--- src/rtl/viterbi_pkg.sv ---
// Shared types and constants for the Viterbi channel error-injection scheduler.
package viterbi_pkg;

    typedef enum logic [2:0] {
        ST_IDLE  = 3'd0,
        ST_ARMED = 3'd1,
        ST_BURST = 3'd2,
        ST_GUARD = 3'd3,
        ST_DONE  = 3'd4
    } sched_state_t;

    // Fibonacci taps 16,14,13,11 expressed as bit positions 15,13,12,10
    localparam logic [15:0] LFSR_TAPS  = 16'hB400;
    localparam logic [15:0] LFSR_RESET = 16'h0001;

    function automatic logic [1:0] popcount2(input logic [1:0] v);
        return {1'b0, v[1]} + {1'b0, v[0]};
    endfunction

endpackage

--- src/rtl/viterbi_err_sched_if.sv ---
// Symbol stream, control and status bundle between the channel bench and the scheduler.
interface viterbi_err_sched_if #(
    parameter int CW = 16
);
    logic          enable_i;
    logic          seed_load_i;
    logic [15:0]   seed_i;
    logic [3:0]    burst_len_i;
    logic [1:0]    err_pattern_i;
    logic          sym_valid_i;
    logic [1:0]    sym_i;
    logic          sym_valid_o;
    logic [1:0]    sym_o;
    logic          inj_active_o;
    logic [CW-1:0] word_ct_o;
    logic [CW-1:0] err_sym_ct_o;
    logic [CW-1:0] err_bit_ct_o;
    logic          done_o;

    modport master (
        output enable_i, seed_load_i, seed_i, burst_len_i, err_pattern_i, sym_valid_i, sym_i,
        input  sym_valid_o, sym_o, inj_active_o, word_ct_o, err_sym_ct_o, err_bit_ct_o, done_o
    );

    modport slave (
        input  enable_i, seed_load_i, seed_i, burst_len_i, err_pattern_i, sym_valid_i, sym_i,
        output sym_valid_o, sym_o, inj_active_o, word_ct_o, err_sym_ct_o, err_bit_ct_o, done_o
    );
endinterface

--- src/rtl/viterbi_lfsr16.sv ---
// 16-bit Fibonacci LFSR with load and step enable; a zero seed is replaced by the reset value.
module viterbi_lfsr16
    import viterbi_pkg::*;
(
    input  logic        clk,
    input  logic        rst,
    input  logic        step,
    input  logic        load,
    input  logic [15:0] seed,
    output logic [15:0] state
);

    logic [15:0] state_r;

    // Shift register: load has priority over step
    always_ff @(posedge clk or negedge rst) begin
        if (!rst) begin
            state_r <= LFSR_RESET;
        end else if (load) begin
            state_r <= (seed == 16'h0000) ? LFSR_RESET : seed;
        end else if (step) begin
            state_r <= {state_r[14:0], ^(state_r & LFSR_TAPS)};
        end else begin
            state_r <= state_r;
        end
    end

    assign state = state_r;

endmodule

--- src/rtl/viterbi_err_sched.sv ---
// Error-injection scheduler: LFSR-triggered corruption bursts with guard gaps inside a
// measurement window, plus injected symbol/bit counters.
module viterbi_err_sched
    import viterbi_pkg::*;
#(
    parameter int N      = 5,
    parameter int WINDOW = 256,
    parameter int GUARD  = 8,
    parameter int CW     = 16
) (
    input logic                clk,
    input logic                rst,
    viterbi_err_sched_if.slave bus
);

    localparam logic [15:0] TRIG_MASK = 16'((32'd1 << N) - 32'd1);

    sched_state_t  state_r;
    logic [15:0]   phase_r;
    logic [CW-1:0] word_ct_r;
    logic [CW-1:0] err_sym_ct_r;
    logic [CW-1:0] err_bit_ct_r;
    logic          done_r;
    logic          sym_valid_r;
    logic [1:0]    sym_r;
    logic          inj_r;

    logic [15:0]   lfsr_s;
    logic          accept_s;
    logic          load_s;
    logic          corrupt_s;
    logic [1:0]    mask_s;
    logic          trig_s;
    logic          win_end_s;
    logic [15:0]   burst_len_s;

    function automatic logic [CW-1:0] sat_add(input logic [CW-1:0] a, input logic [1:0] b);
        logic [CW:0] sum;
        sum = {1'b0, a} + {{(CW-1){1'b0}}, b};
        return sum[CW] ? {CW{1'b1}} : sum[CW-1:0];
    endfunction

    viterbi_lfsr16 u_lfsr (
        .clk   (clk),
        .rst   (rst),
        .step  (accept_s),
        .load  (load_s),
        .seed  (bus.seed_i),
        .state (lfsr_s)
    );

    // Per-symbol decode of the current state and LFSR trigger
    always_comb begin
        accept_s    = bus.sym_valid_i && (state_r != ST_IDLE);
        load_s      = bus.seed_load_i && (state_r == ST_IDLE);
        corrupt_s   = bus.sym_valid_i && (state_r == ST_BURST);
        mask_s      = corrupt_s ? bus.err_pattern_i : 2'b00;
        trig_s      = &(lfsr_s | ~TRIG_MASK);
        win_end_s   = (word_ct_r == CW'(WINDOW - 1));
        burst_len_s = (bus.burst_len_i == 4'd0) ? 16'd1 : {12'd0, bus.burst_len_i};
    end

    // Scheduler FSM with registered datapath and counters; enable low overrides to IDLE
    always_ff @(posedge clk or negedge rst) begin
        if (!rst) begin
            state_r      <= ST_IDLE;
            phase_r      <= 16'd0;
            word_ct_r    <= '0;
            err_sym_ct_r <= '0;
            err_bit_ct_r <= '0;
            done_r       <= 1'b0;
            sym_valid_r  <= 1'b0;
            sym_r        <= 2'b00;
            inj_r        <= 1'b0;
        end else begin
            sym_valid_r <= bus.sym_valid_i;
            inj_r       <= corrupt_s;
            if (bus.sym_valid_i) begin
                sym_r <= bus.sym_i ^ mask_s;
            end
            case (state_r)
                ST_IDLE: begin
                    if (bus.enable_i) begin
                        state_r      <= ST_ARMED;
                        word_ct_r    <= '0;
                        err_sym_ct_r <= '0;
                        err_bit_ct_r <= '0;
                        done_r       <= 1'b0;
                    end
                end
                ST_ARMED, ST_BURST, ST_GUARD: begin
                    if (accept_s) begin
                        word_ct_r <= sat_add(word_ct_r, 2'd1);
                        if (corrupt_s) begin
                            err_sym_ct_r <= sat_add(err_sym_ct_r, 2'd1);
                            err_bit_ct_r <= sat_add(err_bit_ct_r, popcount2(bus.err_pattern_i));
                        end
                        // Window end wins over any burst/guard progress
                        if (win_end_s) begin
                            state_r <= ST_DONE;
                            done_r  <= 1'b1;
                        end else if (state_r == ST_ARMED) begin
                            if (trig_s) begin
                                state_r <= ST_BURST;
                                phase_r <= burst_len_s;
                            end
                        end else if (phase_r != 16'd1) begin
                            phase_r <= phase_r - 16'd1;
                        end else if ((state_r == ST_BURST) && (GUARD != 0)) begin
                            state_r <= ST_GUARD;
                            phase_r <= 16'(GUARD);
                        end else begin
                            state_r <= ST_ARMED;
                        end
                    end
                end
                ST_DONE: begin
                    state_r <= ST_DONE;
                end
                default: begin
                    state_r <= ST_IDLE;
                end
            endcase
            if (!bus.enable_i) begin
                state_r <= ST_IDLE;
            end
        end
    end

    assign bus.sym_valid_o  = sym_valid_r;
    assign bus.sym_o        = sym_r;
    assign bus.inj_active_o = inj_r;
    assign bus.word_ct_o    = word_ct_r;
    assign bus.err_sym_ct_o = err_sym_ct_r;
    assign bus.err_bit_ct_o = err_bit_ct_r;
    assign bus.done_o       = done_r;

endmodule

--- src/flat_wrapper.sv ---
// flat-port wrapper written by rule: the top's interface ports become plain ports
module viterbi_err_sched_flat import viterbi_pkg::*;
#(
    parameter int N      = 5,
    parameter int WINDOW = 256,
    parameter int GUARD  = 8,
    parameter int CW     = 16
)
  (clk, rst, bus_enable_i, bus_seed_load_i, bus_seed_i, bus_burst_len_i, bus_err_pattern_i, bus_sym_valid_i, bus_sym_i, bus_sym_valid_o, bus_sym_o, bus_inj_active_o, bus_word_ct_o, bus_err_sym_ct_o, bus_err_bit_ct_o, bus_done_o);
  viterbi_err_sched_if #(.CW(CW)) bus_i ();
  input logic clk;
  input logic rst;
  input wire logic [$bits(bus_i.enable_i)-1:0] bus_enable_i;
  input wire logic [$bits(bus_i.seed_load_i)-1:0] bus_seed_load_i;
  input wire logic [$bits(bus_i.seed_i)-1:0] bus_seed_i;
  input wire logic [$bits(bus_i.burst_len_i)-1:0] bus_burst_len_i;
  input wire logic [$bits(bus_i.err_pattern_i)-1:0] bus_err_pattern_i;
  input wire logic [$bits(bus_i.sym_valid_i)-1:0] bus_sym_valid_i;
  input wire logic [$bits(bus_i.sym_i)-1:0] bus_sym_i;
  output wire logic [$bits(bus_i.sym_valid_o)-1:0] bus_sym_valid_o;
  output wire logic [$bits(bus_i.sym_o)-1:0] bus_sym_o;
  output wire logic [$bits(bus_i.inj_active_o)-1:0] bus_inj_active_o;
  output wire logic [$bits(bus_i.word_ct_o)-1:0] bus_word_ct_o;
  output wire logic [$bits(bus_i.err_sym_ct_o)-1:0] bus_err_sym_ct_o;
  output wire logic [$bits(bus_i.err_bit_ct_o)-1:0] bus_err_bit_ct_o;
  output wire logic [$bits(bus_i.done_o)-1:0] bus_done_o;
  assign bus_i.enable_i = bus_enable_i;
  assign bus_i.seed_load_i = bus_seed_load_i;
  assign bus_i.seed_i = bus_seed_i;
  assign bus_i.burst_len_i = bus_burst_len_i;
  assign bus_i.err_pattern_i = bus_err_pattern_i;
  assign bus_i.sym_valid_i = bus_sym_valid_i;
  assign bus_i.sym_i = bus_sym_i;
  assign bus_sym_valid_o = bus_i.sym_valid_o;
  assign bus_sym_o = bus_i.sym_o;
  assign bus_inj_active_o = bus_i.inj_active_o;
  assign bus_word_ct_o = bus_i.word_ct_o;
  assign bus_err_sym_ct_o = bus_i.err_sym_ct_o;
  assign bus_err_bit_ct_o = bus_i.err_bit_ct_o;
  assign bus_done_o = bus_i.done_o;
  viterbi_err_sched #(.N(N), .WINDOW(WINDOW), .GUARD(GUARD), .CW(CW)) u_core (.clk(clk), .rst(rst), .bus(bus_i));
endmodule
--- config.mk ---
export PLATFORM = sky130hd
export DESIGN_NAME = viterbi_err_sched_flat
export DESIGN_NICKNAME = d
export VERILOG_FILES = /design/src/rtl/viterbi_pkg.sv /design/src/rtl/viterbi_err_sched_if.sv /design/src/rtl/viterbi_lfsr16.sv /design/src/rtl/viterbi_err_sched.sv /design/src/flat_wrapper.sv
export SDC_FILE = /design/constraint.sdc
export NUM_CORES = 1
export LEC_CHECK = 0
export CAP_MARGIN = 40
export CORE_MARGIN = 4
export CORE_UTILIZATION = 54
export CTS_BUF_LIST = sky130_fd_sc_hd__clkbuf_8 sky130_fd_sc_hd__clkbuf_16
export CTS_CLUSTER_SIZE = 25
export DETAILED_ROUTE_END_ITERATION = 6
export PLACE_DENSITY_LB_ADDON = 0.1
export SLEW_MARGIN = 20
export SYNTH_ARGS = -nofsm -noshare
export SYNTH_HDL_FRONTEND = slang
export SYNTH_SLANG_ARGS = --single-unit
--- constraint.sdc ---
create_clock -name clk -period 2.35 [get_ports clk]
set_input_delay 0.235 -clock clk [delete_from_list [all_inputs] [get_ports clk]]
set_output_delay 0.235 -clock clk [all_outputs]
set_load 0.01 [all_outputs]
=== After elaboration in Yosys (flattened, before gate mapping) ===
Cells that the tools add are included.

* Flip-flop bits (word level): 88
* Input port bits: 29
* Output and inout bits: 53
* Word-level logic and storage cells: 82

* Add/subtract/negate cells: 5
* Equality and inequality tests: 14
* Multiplexer cells: 33
* Bitwise operators: 2
* Reduce and logical (&&, ||, !) cells: 18

{| class="wikitable"
|+ Operators by type and width
! operator !! count
|-
| $mux W16 || 16
|-
| $pmux W16 S2 || 3
|-
| $add A16 B1 Y17 const B || 2
|-
| $mux W3 || 6
|-
| $add A16 B2 Y17 || 1
|-
| $eq A16 B8 Y1 const B || 1
|-
| $logic_not A16 Y1 || 1
|-
| $ne A16 B1 Y1 const B || 1
|-
| $reduce_xor A16 Y1 || 1
|-
| $sub A16 B1 Y16 const B || 1
|-
| $ne A5 B3 Y1 const B || 2
|-
| $reduce_and A5 Y1 || 2
|-
| $pmux W3 S3 || 1
|-
| $ne A2 B1 Y1 const B || 4
|-
| $reduce_and A4 Y1 || 2
|-
| $eq A3 B2 Y1 const B || 2
|-
| $reduce_and A3 Y1 || 2
|-
| $reduce_bool A3 Y1 || 2
|-
| $logic_not A4 Y1 || 1
|-
| $mux W2 || 2
|-
| $mux W4 || 1
|-
| $reduce_bool A2 Y1 || 2
|-
| $eq A3 B1 Y1 const B || 1
|-
| $eq A3 B3 Y1 const B || 1
|-
| other kinds (10) || 14
|}

=== Logic depth before layout (Yosys ltp) ===
Gate-level depths: netlist of the first run.

* Word-level depth: 8
* Depth in mapped cells: 9
* Gate-level depth less buffers: 8

=== Modules after synthesis ===
A second synthesis of the first run with hierarchy kept.

* Cell total of the unflattened synthesis: 561
* Area, all modules: 4993.5 µm²

{| class="wikitable"
|+ Modules (own cells, without submodules)
! module !! instances !! cells each !! area an instance (µm²) !! seq. area each (µm²)
|-
| viterbi_err_sched || 1 || 484 || 4197.8 || 1801.7
|-
| viterbi_lfsr16 || 1 || 77 || 795.8 || 401.6
|}

=== Worst setup path after synthesis of the first run ===
Ideal clock, no wire load.

* Path kind: reg-to-reg
* From: reg u_core.err_bit_ct_r[0], in the netlist u_core.bus.err_bit_ct_o[0]
* To: reg u_core.err_bit_ct_r[5], in the netlist u_core.bus.err_bit_ct_o[5]
* Library setup time: 0.104 ns
* Arrival time: 2.097 ns
* Required time: 2.246 ns
* Setup slack: 0.149 ns
* Stages on the path, launching flop included: 10
* Path buffers: 1
* Clock period less this slack: 2.201 ns
* Path through: dfrtp_1 -> inv_1 -> fa_1 -> inv_1 -> ha_1 -> nand2_1 -> nor4_1 -> buf_2 -> o21ai_0 -> a221oi_1

* Word-level cells in the longest chain between the ends: 5

{| class="wikitable"
|+ Ends and longest elaborated chain
! element !! RTL line !! RTL
|-
| start: declaration || viterbi_err_sched.sv:22 || <nowiki>logic [CW-1:0] err_bit_ct_r;</nowiki>
|-
| start signal: assignment || viterbi_err_sched.sv:96 || <nowiki>err_bit_ct_r <= sat_add(err_bit_ct_r, popcount2(bus.err_pattern_i));</nowiki>
|-
| $add A16 B2 Y17 || viterbi_err_sched.sv:39 || <nowiki>sum = {1'b0, a} + {{(CW-1){1'b0}}, b};</nowiki>
|-
| $mux W16 || viterbi_err_sched.sv:40 || <nowiki>return sum[CW] ? {CW{1'b1}} : sum[CW-1:0];</nowiki>
|-
| $mux W16 || viterbi_err_sched.sv:94 || <nowiki>if (corrupt_s) begin</nowiki>
|-
| $mux W16 || viterbi_err_sched.sv:92 || <nowiki>if (accept_s) begin</nowiki>
|-
| $pmux W16 S2 || viterbi_err_sched.sv:81 || <nowiki>case (state_r)</nowiki>
|}

No other way between the ends. The select of a mux whose other input is x is not followed.
A chain may end at the register's enable or synchronous reset.

=== Worst setup path in the final report of the first run ===
* From: reg u_core.err_bit_ct_r[0], in the netlist u_core.bus.err_bit_ct_o[0]
* To: reg u_core.err_bit_ct_r[9], in the netlist u_core.bus.err_bit_ct_o[9]

Same word-level chain as after synthesis.

==> flow_summary.ini, run 1 <==
[drt]
drt_wl_total_mm = 13.1
num_vias = 4772
dr.first_iter.drc_count = 348
antenna_left = 0
dr.pass1.iters = 5
drc = 0
wl_per_cell_um = 17.1
vias_per_cell = 6.21

[timing]
fmax_mhz = 449
hold_violations = 0
tightest_slew_ns = 0.604
slew_headroom = 0.596
setup_slack_ns = 0.121
final-setup-viol-count = 0
finalCritPeriodShare = 0.949
final_max_slew_viol_count = 0
fin_crit_ns = 2.23
skew_ns = 0.0106

[critical_path]
path_delay_family = simple AND/OR/NAND/NOR gates
rr_worst_depth = 8
worstPathRequired_ns = 2.62
cp_slowest_cell = or4_4
startpoint_type = flip-flop
cp_common_cell = inv_1
cp_max_fo = 5
crit_arrival_ns = 2.50
rrSetupSlack_ns = 0.12
worstSetupPathType = flip-flop to flip-flop
rr_startpoint = u_core.bus.err_bit_ct_o[0]
r2r_end = u_core.bus.err_bit_ct_o[9]
cp-end-kind = flip-flop
cp_slowest_stage_delay_ns = 0.59
path_buf_inv = 2
path_cells = inv_1, fa_1, inv_1, ha_1, nand2_1, or4_4, a21o_1, a21oi_1

[synthesis]
syn_inst = 557
yosys_most_used_dff = dfrtp_1
netlist_area_mm2 = 0.00504
synth_edf_count = 0
async_flop_share = 1.00
yosysUniqueCellTypes = 65
syn_nets = 592
ys_seq_area_frac = 0.438
ys_warn_count = 0
avgSynthCellArea_um2 = 9.04
synth-seq-cells = 88

[global_route]
grt.overflow.total = 0
grt_pass1_vias = 4690
grtUsageTotal = 0.242
grt_pass1_wl_mm = 22.3
antenna_found_initial = 0
grt_max_degree = 48

[clock_tree]
cts_tree = built
cts_made_buffers = 9
cts_root_buf = clkbuf_8
cts_max_path_buffers = 2
cts.sinks = 88
clkLatencyLatePin_ns = 0.35
cts_setup_buffers = 0
clk_pin_slew_ns = 0.09
h-tree-depth = 3

[final_layout]
area_growth_pct = 25.9
drive_gt1_frac = 0.126
nets = 690
utilization = 0.713
most-common-layout-cells = dfrtp_1, clkdlybuf4s50_1, nand2_1, nor2_1, buf_4
num_antenna_cells = 0
mostFrequentLayoutCell = dfrtp_1

[floorplan]
die_w_um = 105
ios = 82
fp.dieH_um = 105
row_count = 34
start_util = 0.566
dieArea_mm2 = 0.0109
core_area_mm2 = 0.00889

[power_and_ir_drop]
switching_share = 0.311
power_switching_uw = 1110
power_density_mw_per_mm2 = 561
leakage_uw = 0.00260
seqPwrFrac = 0.514
power.internal_uw = 2450
comb_power_share = 0.205
clkPwrFrac = 0.281
peakVddDrop_v = 0.000313

[placement]
detailedPlace.worstSlack_ns = -0.200
gp_congestion = 0.898
io_buffers = 81
dp_hpwl_mm = 9.32

[run]
maxCapViolations = 0

[worst_hold_path]
hp-class = primary input to async pin

[outcome]
status = finished, final reports clean
-- stage by stage --
step                instance area (um2)  cells  hold slack [ns]  power, uW  setup TNS (ns)
floorplan                          5040    557          -0.0606       2280               0
global placement                   6130    751            0.263       2540          -0.234
detailed placement                 6130    751            0.265       2570           -1.19
CTS                                6330    768            0.428       3590               0
global route                       6340    768            0.459       3760        -0.00760
finish                             6340    768            0.420       3560               0
-- synthesized netlist by cell type, types with 3 or more instances --
| cell | number | area, um2 |
|---|---|---|
| dfrtp_1 | 87 | 2180 |
| nand2_1 | 51 | 191 |
| nor2_1 | 43 | 161 |
| nor3_1 | 34 | 170 |
| o21ai_0 | 34 | 170 |
| a21oi_1 | 32 | 160 |
| nand3_1 | 27 | 135 |
| inv_1 | 24 | 90.1 |
| buf_2 | 18 | 90.1 |
| mux2i_1 | 15 | 150 |
| a31oi_1 | 12 | 75.1 |
| clkbuf_1 | 12 | 45.0 |
| nand4_1 | 11 | 68.8 |
| nor4_1 | 11 | 68.8 |
| a211oi_1 | 10 | 75.1 |
| and4_1 | 9 | 78.8 |
| o221a_2 | 9 | 101 |
| and3_1 | 8 | 50.1 |
| o21a_1 | 7 | 52.6 |
| o31ai_1 | 7 | 52.6 |
| nor2b_1 | 6 | 37.5 |
| o22ai_1 | 6 | 37.5 |
| ha_1 | 5 | 62.6 |
| a311oi_1 | 4 | 35.0 |
| or4_1 | 4 | 30.0 |
| a21o_1 | 3 | 22.5 |
| a21oi_2 | 3 | 26.3 |
| a22o_1 | 3 | 26.3 |
| a41oi_1 | 3 | 26.3 |
| nand2b_1 | 3 | 18.8 |
| nor3b_1 | 3 | 22.5 |
| o211ai_1 | 3 | 22.5 |
| xnor2_1 | 3 | 26.3 |
-- power by group through the flow --
stage          registers [uW]  logic [uW]  clock network, uW
6_report                 1830         731                999
5_1_grt                  1850         818               1100
4_1_cts                  1820         730               1030
3_5_place_dp             1850         723                  0
3_3_place_gp             1850         697                  0
2_1_floorplan            1820         456                  0
-- cell type report --
cell class	count	area, um2
fill	696	2550
sequential	88	2200
clock buffer	11	151
clock inverter	5	40.0
timing repair buffer	120	1130
tap	108	135
inverter	24	90.1
multi-input combinational	412	2590
-- state kept, by name, indices dropped and copies added (netlist names) --
| register | flops |
|---|---|
| u_core.bus.err_bit_ct_o | 16 |
| u_core.bus.err_sym_ct_o | 16 |
| u_core.bus.word_ct_o | 16 |
| u_core.phase_r | 16 |
| u_core.u_lfsr.state | 16 |
| u_core.state_r | 3 |
| u_core.bus.sym_o | 2 |
| u_core.bus.done_o | 1 |
| u_core.bus.inj_active_o | 1 |
| u_core.bus.sym_valid_o | 1 |
-- routing by layer --
metal	vias up	global-route usage	wire length, um
met5	-	0	0
met4	0	0.0787	131
met3	11	0.0499	870
met2	180	0.387	6240
met1	2304	0.333	5890
li1	2277	-	-
-- logic make-up after synthesis --
kind of cell,Yosys count,synth area share
simple gates,234,0.254
compound gates,152,0.203
flops,88,0.438
buf+inv,57,0.0507
mux,15,0.0298
fa+ha+maj,6,0.0164
xor+xnor,5,0.00870
-- timing repair --
action,CTS,global route
hold buffers,1,0
resized for setup,0,2
hold endpoints to repair,40,0
endpoints found under the setup margin,0,3
-- how the worst max path moves through the flow --
stage                     slack (ns)                       start  cells past startpoint                         end
after floorplan                 0.15  u_core.bus.err_bit_ct_o[0]                      9  u_core.bus.err_bit_ct_o[5]
after global placement         -0.11        bus_err_pattern_i[0]                      9  u_core.bus.err_bit_ct_o[9]
after detailed placement       -0.20        bus_err_pattern_i[0]                      9  u_core.bus.err_bit_ct_o[9]
after CTS                        0.1  u_core.bus.err_bit_ct_o[0]                      8  u_core.bus.err_bit_ct_o[9]
after global routing          -0.008  u_core.bus.err_bit_ct_o[0]                      8  u_core.bus.err_bit_ct_o[9]
final                           0.12  u_core.bus.err_bit_ct_o[0]                      8  u_core.bus.err_bit_ct_o[9]
No activity file was read; power rests on OpenSTA's default activity.
==> run 2, diff against run 1 <==
SLEW_MARGIN = default   (was 20)
==> results of run 2 <==
Final layout, timing and power as in run 1 (identical DEF).
